==> config.mk <==
export PLATFORM = sky130hd
export DESIGN_NAME = stream_rr_arbiter
export DESIGN_NICKNAME = d
export VERILOG_FILES = /design/src/rtl/stream_xbar_pkg.sv /design/src/rtl/rr_prio_pick.sv /design/src/rtl/stream_rr_arbiter.sv
export SDC_FILE = /design/constraint.sdc
export NUM_CORES = 1
export LEC_CHECK = 0
export CAP_MARGIN = 20
export CORE_MARGIN = 8
export CORE_UTILIZATION = 43
export CTS_CLUSTER_SIZE = 14
export DETAILED_ROUTE_END_ITERATION = 10
export GPL_TIMING_DRIVEN = 0
export PLACE_DENSITY_LB_ADDON = 0.3
export SYNTH_ARGS = -nofsm -noshare
export SYNTH_HDL_FRONTEND = slang
export SYNTH_SLANG_ARGS = --single-unit
==> constraint.sdc <==
create_clock -name clk -period 1.9 [get_ports clk]
set_clock_uncertainty 0.2 [all_clocks]
set_input_delay 0.285 -clock clk [delete_from_list [all_inputs] [get_ports clk]]
set_output_delay 0.285 -clock clk [all_outputs]
set_load 0.05 [all_outputs]
==> src/rtl/stream_xbar_pkg.sv <==
// Shared types and helpers for the stream crossbar.
// Contents:
//   arb_state_e      - arbiter FSM states (ARB_IDLE, ARB_LOCKED)
//   DefaultMaxBeats  - default maximum packet length in beats
//   clog2_min1()     - ceil(log2(n)) clamped to a minimum of 1
package stream_xbar_pkg;

  typedef enum logic [0:0] {
    ARB_IDLE   = 1'b0,
    ARB_LOCKED = 1'b1
  } arb_state_e;

  localparam int unsigned DefaultMaxBeats = 256;

  // Index widths must never collapse to zero bits.
  function automatic int unsigned clog2_min1(input int unsigned n);
    return (n <= 2) ? 1 : $clog2(n);
  endfunction

endpackage

==> src/rtl/rr_prio_pick.sv <==
// Combinational rotating-priority picker.
// Selects the first eligible request (req & ~mask) at or after start_ptr,
// searching upward and wrapping modulo NUM_REQUEST.
// Ports:
//   req       in  NUM_REQUEST  request vector
//   mask      in  NUM_REQUEST  sources excluded from this pick
//   start_ptr in  IdxW         highest-priority position
//   pick      out NUM_REQUEST  one-hot winner, zero when none
//   pick_idx  out IdxW         binary index of winner, zero when none
//   any       out 1            a winner exists
module rr_prio_pick
  import stream_xbar_pkg::*;
#(
  parameter  int unsigned NUM_REQUEST = 4,
  localparam int unsigned IdxW        = clog2_min1(NUM_REQUEST)
) (
  input  logic [NUM_REQUEST-1:0] req,
  input  logic [NUM_REQUEST-1:0] mask,
  input  logic [IdxW-1:0]        start_ptr,
  output logic [NUM_REQUEST-1:0] pick,
  output logic [IdxW-1:0]        pick_idx,
  output logic                   any
);

  localparam int N  = int'(NUM_REQUEST);
  localparam int N2 = 2 * N;

  logic [NUM_REQUEST-1:0] eligible;
  logic [N2-1:0]          dbl;

  assign eligible = req & ~mask;
  // Upper copy supplies the wrapped-around candidates below start_ptr.
  assign dbl      = {eligible, eligible};

  always_comb begin
    any      = 1'b0;
    pick_idx = '0;
    // Downward scan: the lowest qualifying position is assigned last and wins.
    for (int i = N2 - 1; i >= 0; i--) begin
      if (dbl[i] && (i >= int'(start_ptr))) begin
        any = 1'b1;
        if (i >= N) begin
          pick_idx = IdxW'(i - N);
        end else begin
          pick_idx = IdxW'(i);
        end
      end
    end
  end

  assign pick = any ? (NUM_REQUEST'(1) << pick_idx) : '0;

endmodule

==> src/rtl/stream_rr_arbiter.sv <==
// Packet-locked round-robin arbiter for one crossbar output port.
// A grant is held for a whole packet and released on the granted source's
// last-beat handshake; priority then rotates past the winner, and a waiting
// source is granted in the same cycle (no idle bubble).
// Optional feature macro: STREAM_RR_ARB_TIMEOUT_EN (adds timeout_o and a
// forced release after MAX_BEATS beats without last).
// Ports:
//   clk, rst        clock, synchronous active-high reset
//   request_i       per-source tvalid
//   s_last_i        per-source tlast
//   m_ready_i       downstream tready
//   grant_o         one-hot registered grant, zero when idle
//   grant_idx_o     binary index of granted source
//   grant_valid_o   arbiter locked to a source
//   pkt_done_o      pulse on the granted source's last beat
//   beat_cnt_o      beats transferred in the current packet
//   timeout_o       pulse on a forced release (macro only)
module stream_rr_arbiter
  import stream_xbar_pkg::*;
#(
  parameter  int unsigned NUM_REQUEST = 4,
  parameter  int unsigned MAX_BEATS   = DefaultMaxBeats,
  localparam int unsigned IDX_W       = clog2_min1(NUM_REQUEST),
  localparam int unsigned BEAT_W      = $clog2(MAX_BEATS + 1)
) (
  input  logic                   clk,
  input  logic                   rst,
  input  logic [NUM_REQUEST-1:0] request_i,
  input  logic [NUM_REQUEST-1:0] s_last_i,
  input  logic                   m_ready_i,
  output logic [NUM_REQUEST-1:0] grant_o,
  output logic [IDX_W-1:0]       grant_idx_o,
  output logic                   grant_valid_o,
  output logic                   pkt_done_o,
  output logic [BEAT_W-1:0]      beat_cnt_o
`ifdef STREAM_RR_ARB_TIMEOUT_EN
  ,
  output logic                   timeout_o
`endif
);

  arb_state_e             state_q, state_d;
  logic [NUM_REQUEST-1:0] grant_q, grant_d;
  logic [IDX_W-1:0]       idx_q, idx_d;
  logic [IDX_W-1:0]       ptr_q, ptr_d;
  logic [BEAT_W-1:0]      cnt_q, cnt_d;

  logic                   locked;
  logic                   beat;
  logic                   last_beat;
  logic                   timeout_hit;
  logic                   release_ev;
  logic [IDX_W-1:0]       next_ptr;

  logic [NUM_REQUEST-1:0] pick_mask;
  logic [IDX_W-1:0]       pick_start;
  logic [NUM_REQUEST-1:0] pick;
  logic [IDX_W-1:0]       pick_idx;
  logic                   pick_any;

  assign locked    = (state_q == ARB_LOCKED);
  assign beat      = locked & request_i[idx_q] & m_ready_i;
  assign last_beat = beat & s_last_i[idx_q];

`ifdef STREAM_RR_ARB_TIMEOUT_EN
  assign timeout_hit = beat & ~s_last_i[idx_q] & (cnt_q == BEAT_W'(MAX_BEATS - 1));
`else
  assign timeout_hit = 1'b0;
`endif

  assign release_ev = last_beat | timeout_hit;

  // Rotate past the current winner; explicit compare keeps non-power-of-two
  // counts correct without a modulo.
  assign next_ptr = (idx_q == IDX_W'(NUM_REQUEST - 1)) ? '0 : idx_q + 1'b1;

  // One picker serves both cases: IDLE picks from the stored pointer, the
  // handoff pick excludes the releasing source and starts from next_ptr.
  assign pick_mask  = locked ? grant_q : '0;
  assign pick_start = locked ? next_ptr : ptr_q;

  rr_prio_pick #(
    .NUM_REQUEST(NUM_REQUEST)
  ) u_pick (
    .req      (request_i),
    .mask     (pick_mask),
    .start_ptr(pick_start),
    .pick     (pick),
    .pick_idx (pick_idx),
    .any      (pick_any)
  );

  always_comb begin
    state_d = state_q;
    grant_d = grant_q;
    idx_d   = idx_q;
    ptr_d   = ptr_q;
    cnt_d   = cnt_q;
    unique case (state_q)
      ARB_IDLE: begin
        if (pick_any) begin
          state_d = ARB_LOCKED;
          grant_d = pick;
          idx_d   = pick_idx;
        end
      end
      ARB_LOCKED: begin
        if (release_ev) begin
          ptr_d = next_ptr;
          cnt_d = '0;
          if (pick_any) begin
            grant_d = pick;
            idx_d   = pick_idx;
          end else begin
            state_d = ARB_IDLE;
            grant_d = '0;
            idx_d   = '0;
          end
        end else if (beat && (cnt_q != BEAT_W'(MAX_BEATS))) begin
          cnt_d = cnt_q + 1'b1;
        end
      end
      default: begin
        state_d = ARB_IDLE;
        grant_d = '0;
        idx_d   = '0;
      end
    endcase
  end

  always_ff @(posedge clk) begin
    if (rst) begin
      state_q <= ARB_IDLE;
      grant_q <= '0;
      idx_q   <= '0;
      ptr_q   <= '0;
      cnt_q   <= '0;
    end else begin
      state_q <= state_d;
      grant_q <= grant_d;
      idx_q   <= idx_d;
      ptr_q   <= ptr_d;
      cnt_q   <= cnt_d;
    end
  end

  assign grant_o       = grant_q;
  assign grant_idx_o   = idx_q;
  assign grant_valid_o = locked;
  assign beat_cnt_o    = cnt_q;
  // A release coinciding with reset is abandoned, so no pulse escapes.
  assign pkt_done_o    = last_beat & ~rst;
`ifdef STREAM_RR_ARB_TIMEOUT_EN
  assign timeout_o     = timeout_hit & ~rst;
`endif

endmodule

Word level (Yosys, flattened, before mapping)
Index checks and enable logic that the tools add are counted.
{ "word_totals": {"latchBits": 0, "regBits": 18, "mem_bits_ro": 0, "mem_count": 0, "ramBits": 0, "word_cells": 66} }
{ "classes": {"magnitude_cmp": 4, "mul": 0, "shifts": 1, "bitwise_logic": 8, "n_addsub": 2, "eq_ne": 4, "n_reduce_logical": 8, "div_mod_pow": 0, "muxes": 34} }
{ "op_table": {"columns": ["operator", "n"], "rows": [
  ["two-way mux 2 bit", 12],
  ["two-way mux 9 bit", 2],
  ["two-way mux 4 bit", 4],
  ["two-way mux 1 bit", 11],
  ["adder 9 x 1 -> 9 bit (second input constant)", 1],
  ["inequality test 9 bit (second input constant)", 1],
  ["case mux 4 bit (2 select lines)", 1],
  ["AND reduction 2 bit", 3],
  ["bitwise AND 1 bit", 4],
  ["bitwise AND 4 bit", 1],
  ["binary-select mux 1 bit (select 2 bit)", 2],
  [">= comparator 1 x 2 -> 1 bit (first input constant)", 2],
  ["logical AND 1 bit", 4],
  ["inverter 4 bit", 1],
  ["case mux 2 bit (2 select lines)", 1],
  ["<< shifter 1 x 2 -> 4 bit (first input constant)", 1],
  ["less-than comparator 2 x 3 -> 1 bit (second input constant)", 1],
  ["adder 2 x 1 -> 2 bit (second input constant)", 1],
  ["equality test 2 bit (second input constant)", 1],
  [">= comparator 2 bit (first input constant)", 1],
  ["inequality test 2 x 1 -> 1 bit (second input constant)", 1],
  ["inequality test 2 bit (second input constant)", 1],
  ["inverter 1 bit", 2],
  ["case mux 1 bit (2 select lines)", 1],
  ["nonzero test 2 bit", 1]
]} }

Longest topological paths before layout
{ "logic_depth": {"word_depth": 14, "mapped_depth": 7, "mapped_depth_nobuf": 7} }

Cells and area by module
Synthesis repeated with hierarchy kept, for this count alone.
{ "unflattened": {"hier_cells": 162, "hier_area_um2": 1300.0} }
{ "modules_own_cells": {"columns": ["mod", "instances", "area_each_um2", "cells_per_inst"], "rows": [
  ["stream_rr_arbiter", 1, 1058.5, 124],
  ["rr_prio_pick", 1, 241.5, 38]
]} }

Worst setup path before layout
No wires, ideal clock.
{ "synth_timing": {"path_type": "register to output", "start": "register idx_q[0] (netlist: grant_idx_o[0])", "end": "output port pkt_done_o", "stages_incl_launch_ff": 5, "t_arrival_ns": 2.050, "path_buffers": 0, "setup_slack_ns": -0.635, "required_time_ns": 1.415, "cell_sequence": "dfxtp_1 nand3_1 o22ai_4 nand2_2 nor2_1"} }
{ "synth_between": {"elab_chain_len": 6, "elab_cells_between_ends": 8, "cone_classes": "mux: 4; bitwise: 4"} }
{ "synth_rtl": {"columns": ["item", "line_no", "source"], "rows": [
  ["start, declared", "stream_rr_arbiter.sv:44", "logic [IDX_W-1:0] idx_q, idx_d;"],
  ["start signal, assigned", "stream_rr_arbiter.sv:141", "idx_q <= idx_d;"],
  ["binary-select mux 1 bit (select 2 bit)", "stream_rr_arbiter.sv:62", "assign beat = locked & request_i[idx_q] & m_ready_i;"],
  ["two-way mux 1 bit (not written as such)", "stream_rr_arbiter.sv:62", null],
  ["bitwise AND 1 bit (2 in a row)", "stream_rr_arbiter.sv:62", null],
  ["bitwise AND 1 bit *", "stream_rr_arbiter.sv:63", "assign last_beat = beat & s_last_i[idx_q];"],
  ["bitwise AND 1 bit *", "stream_rr_arbiter.sv:152", "assign pkt_done_o = last_beat & ~rst;"],
  ["end, declared", "stream_rr_arbiter.sv:34", "output logic pkt_done_o,"]
]} }
Mark *: on every way between the ends. The rest lies on a longest branch, timed or not. The select of a mux whose other input is x is not followed.

Final worst setup path
Same ends and word-level chain as after synthesis.

==> run summary <==
Ant. Diodes: 0
Min-delay worst type: primary input to register
Critical path's top delay family: multiplexers
Critical path, cell by cell: mux4_2 -> nand2_4 -> nor2_4 -> buf_8
Crit path depth: 4
DRC Markers: 0
Crit-path slowest cell: mux4_2
Startpoint types: register
Buf/Inv on CP: 1
Yosys top cell area share: 33.8%
First-pass GRT wire length: 5290 um
Worst-path maximum fanout: 3
Register-to-Register Path Depth: 7
Area leader, netlist: dfxtp_1
Vias per cell: 5.74
Detail Route Antenna Nets: 0
Htree depth: 1
CP required: 1.41 ns
Vias in the first global route: 1,103
I/O Pins: 28
Synth Net Count: 131
RSZ-0062 raised after global routing: yes
Max-cap viol count: 0
Share of cells above drive strength 1: 36.0%
Arr. time, crit path: 1.59 ns
Max Slew Vio Count: 0
GRT Util Overall: 15.5%
Flops & latches, synth: 18
Fmax: 482 MHz
Core area: 2410 um^2
Peak supply drop: 390 uV
Skew-Pair Late Insertion Delay: 0.31 ns
Failing checks: setup timing
Overall power: 0.000991 W
CTS tree: yes
Clock sinks: 18
CTS Buf Count: 3
Fillers: 190
Final setup viols: 10
Clock root buffer: clkbuf_4
Tcrit/Tclk final: 109%
Post-synth EDFFs: 0
Die Width: 65.8 um
Cell Area, Synth: 1070 um^2
Distinct cells, synth: 45
Largest net degree at the start of global routing: 11
Via count: 1,096
Ys Warns: 0
Fraction of registers with async set/reset: 0%
IO Port Bufs: 26
Detailed-route wire length per cell: 17.9 um
Clock Tree Buf Depth: 2
Worst-path clk slew: 0.11 ns
GRT Residual Overflow: 0
Hold Violations, Final: 0
Worst hold margin: 0.170 ns
Predominant post-synthesis flop cell: dfxtp_1
DP Wirelength: 2260 um
Final WS setup: -0.174 ns
1st-pass router iterations: 4
CP max stage delay: 0.57 ns
Layout area overhead: 56.9%
Initial DRC count: 55
Crit path kind: register to primary output
Static leakage: 0.689 nW
Routability congestion estimate: 0.903
Routed wire length: 3430 um
Syn Inst Count: 117
Sequential share of the synthesized area: 33.8%
Synth top cells by count: dfxtp_1 (18), nor2_1 (12), nand2_1 (11), a21oi_1 (8)
Top-count cell post-synth: dfxtp_1
Top cells by area, synth: dfxtp_1 (34%), nor2_1 (4.2%), nand2_1 (3.9%)
Starting Density: 44.2%
Actual slew at the worst max-slew pin: 0.509 ns
Endpoint class of the critical path: primary output
Post-synthesis average cell area: 9.11 um^2
Final worst path period need: 2.07 ns
Initial antenna violation count: 0
Chip height: 65.8 um
# nets final: 176
Row count: 18
Hold path cells: 2
PwrDens: 592 nW/um^2
Outcome: finished, violations left
Die area: 4330 um^2
Relative slew slack: 65.6%
[sequential cells by signal, summed over array words and instances (netlist names)]
signal and count:
beat_cnt_o 9, grant_idx_o 2, grant_o 4, grant_valid_o 1, ptr_q 2
[timing repair]
item / in CTS / in global routing
gates resized for setup: 32 / 24
buffers inserted: 11 / 3
endpoints found under the setup margin: 22 / 13
hold buffers: 0 / 0
pin swaps: 10 / 10
[final timing paths]
| kind | startpoint | end | slack, ns |
|---|---|---|---|
| setup / recovery | grant_idx_o[0]$_SDFFE_PP0P_ | pkt_done_o | -0.17 |
| hold reg to reg | ptr_q[0]$_SDFFE_PP0P_ | ptr_q[0]$_SDFFE_PP0P_ | 0.29 |
| setup reg to reg | grant_idx_o[0]$_SDFFE_PP0P_ | grant_o[3]$_SDFFE_PP0P_ | -0.10 |
| hold / removal | rst | beat_cnt_o[1]$_SDFFE_PP0P_ | 0.17 |
[final cells by class]
class,count,area [um^2],area share (%)
multi-input cells,94,825,49.3
flip-flops and latches,18,377,22.5
repair buffers,40,373,22.3
well taps,30,37.5,2.24
clock buffers,4,36.3,2.17
inverters,3,13.8,0.823
plain buffers,2,11.3,0.673
[worst reg2reg max path, delay by kind of cell, from the launching register on]
kind                   cells  cell delay (ns)
and+or+nand+nor            2             0.30
DFF                        1             0.38
buffers and inverters      2             0.36
AOI/OAI and AO/OA          3             0.67
[placed cells by master (no fill, tap or decap), types with 3 or more instances in the layout]
cell type / count
a21oi_1: 6
nand3_2: 3
buf_4: 11
nand2_1: 11
xnor2_1: 4
nor2_1: 11
a21boi_2: 3
clkbuf_4: 3
nor3_1: 3
clkdlybuf4s50_1: 8
dfxtp_1: 11
buf_6: 3
dfxtp_4: 3
dfxtp_2: 4
xor2_1: 3
dlygate4sd2_1: 15
[where the power goes]
part	total [W]	switching (W)	internal (W)	leakage, nW
registers	0.000420	0.0000266	0.000393	0.150
clock network	0.000247	0.000130	0.000117	0.0210
logic	0.000324	0.000177	0.000148	0.519
total	0.000991	0.000333	0.000658	0.689
[metrics by stage]
stage	util (%)	setup slack (ns)	cell area [um^2]	setup TNS, ns	std cells
floorplan	-	-0.0285	1110	-0.0412	117
global placement	58.4	-0.916	1410	-4.20	173
detailed placement	58.4	-0.954	1410	-4.87	173
CTS	64.0	-0.192	1540	-0.344	188
global route	69.4	-0.239	1670	-1.51	191
finish	69.4	-0.174	1670	-0.668	191
[kinds of logic after synthesis]
group	after synthesis	share of synthesized area (%)
and+or+nand+nor	53	31.3
AOI/OAI and AO/OA	28	19.5
DFF	18	33.8
xor gates and xnor gates	7	5.75
buffers and inverters	5	2.11
muxes	3	3.99
adders and majority gates	3	3.52
[routing by layer]
| layer | global-route usage (%) | routed length [um] | up-vias |
|---|---|---|---|
| met1 | 18.1 | 1370 | 522 |
| met3 | 3.39 | 235 | 11 |
| li1 | - | - | 523 |
| met5 | 0 | 0 | - |
| met2 | 27.0 | 1700 | 40 |
| met4 | 5.18 | 116 | 0 |
No activity file was read; power rests on OpenSTA's default activity.
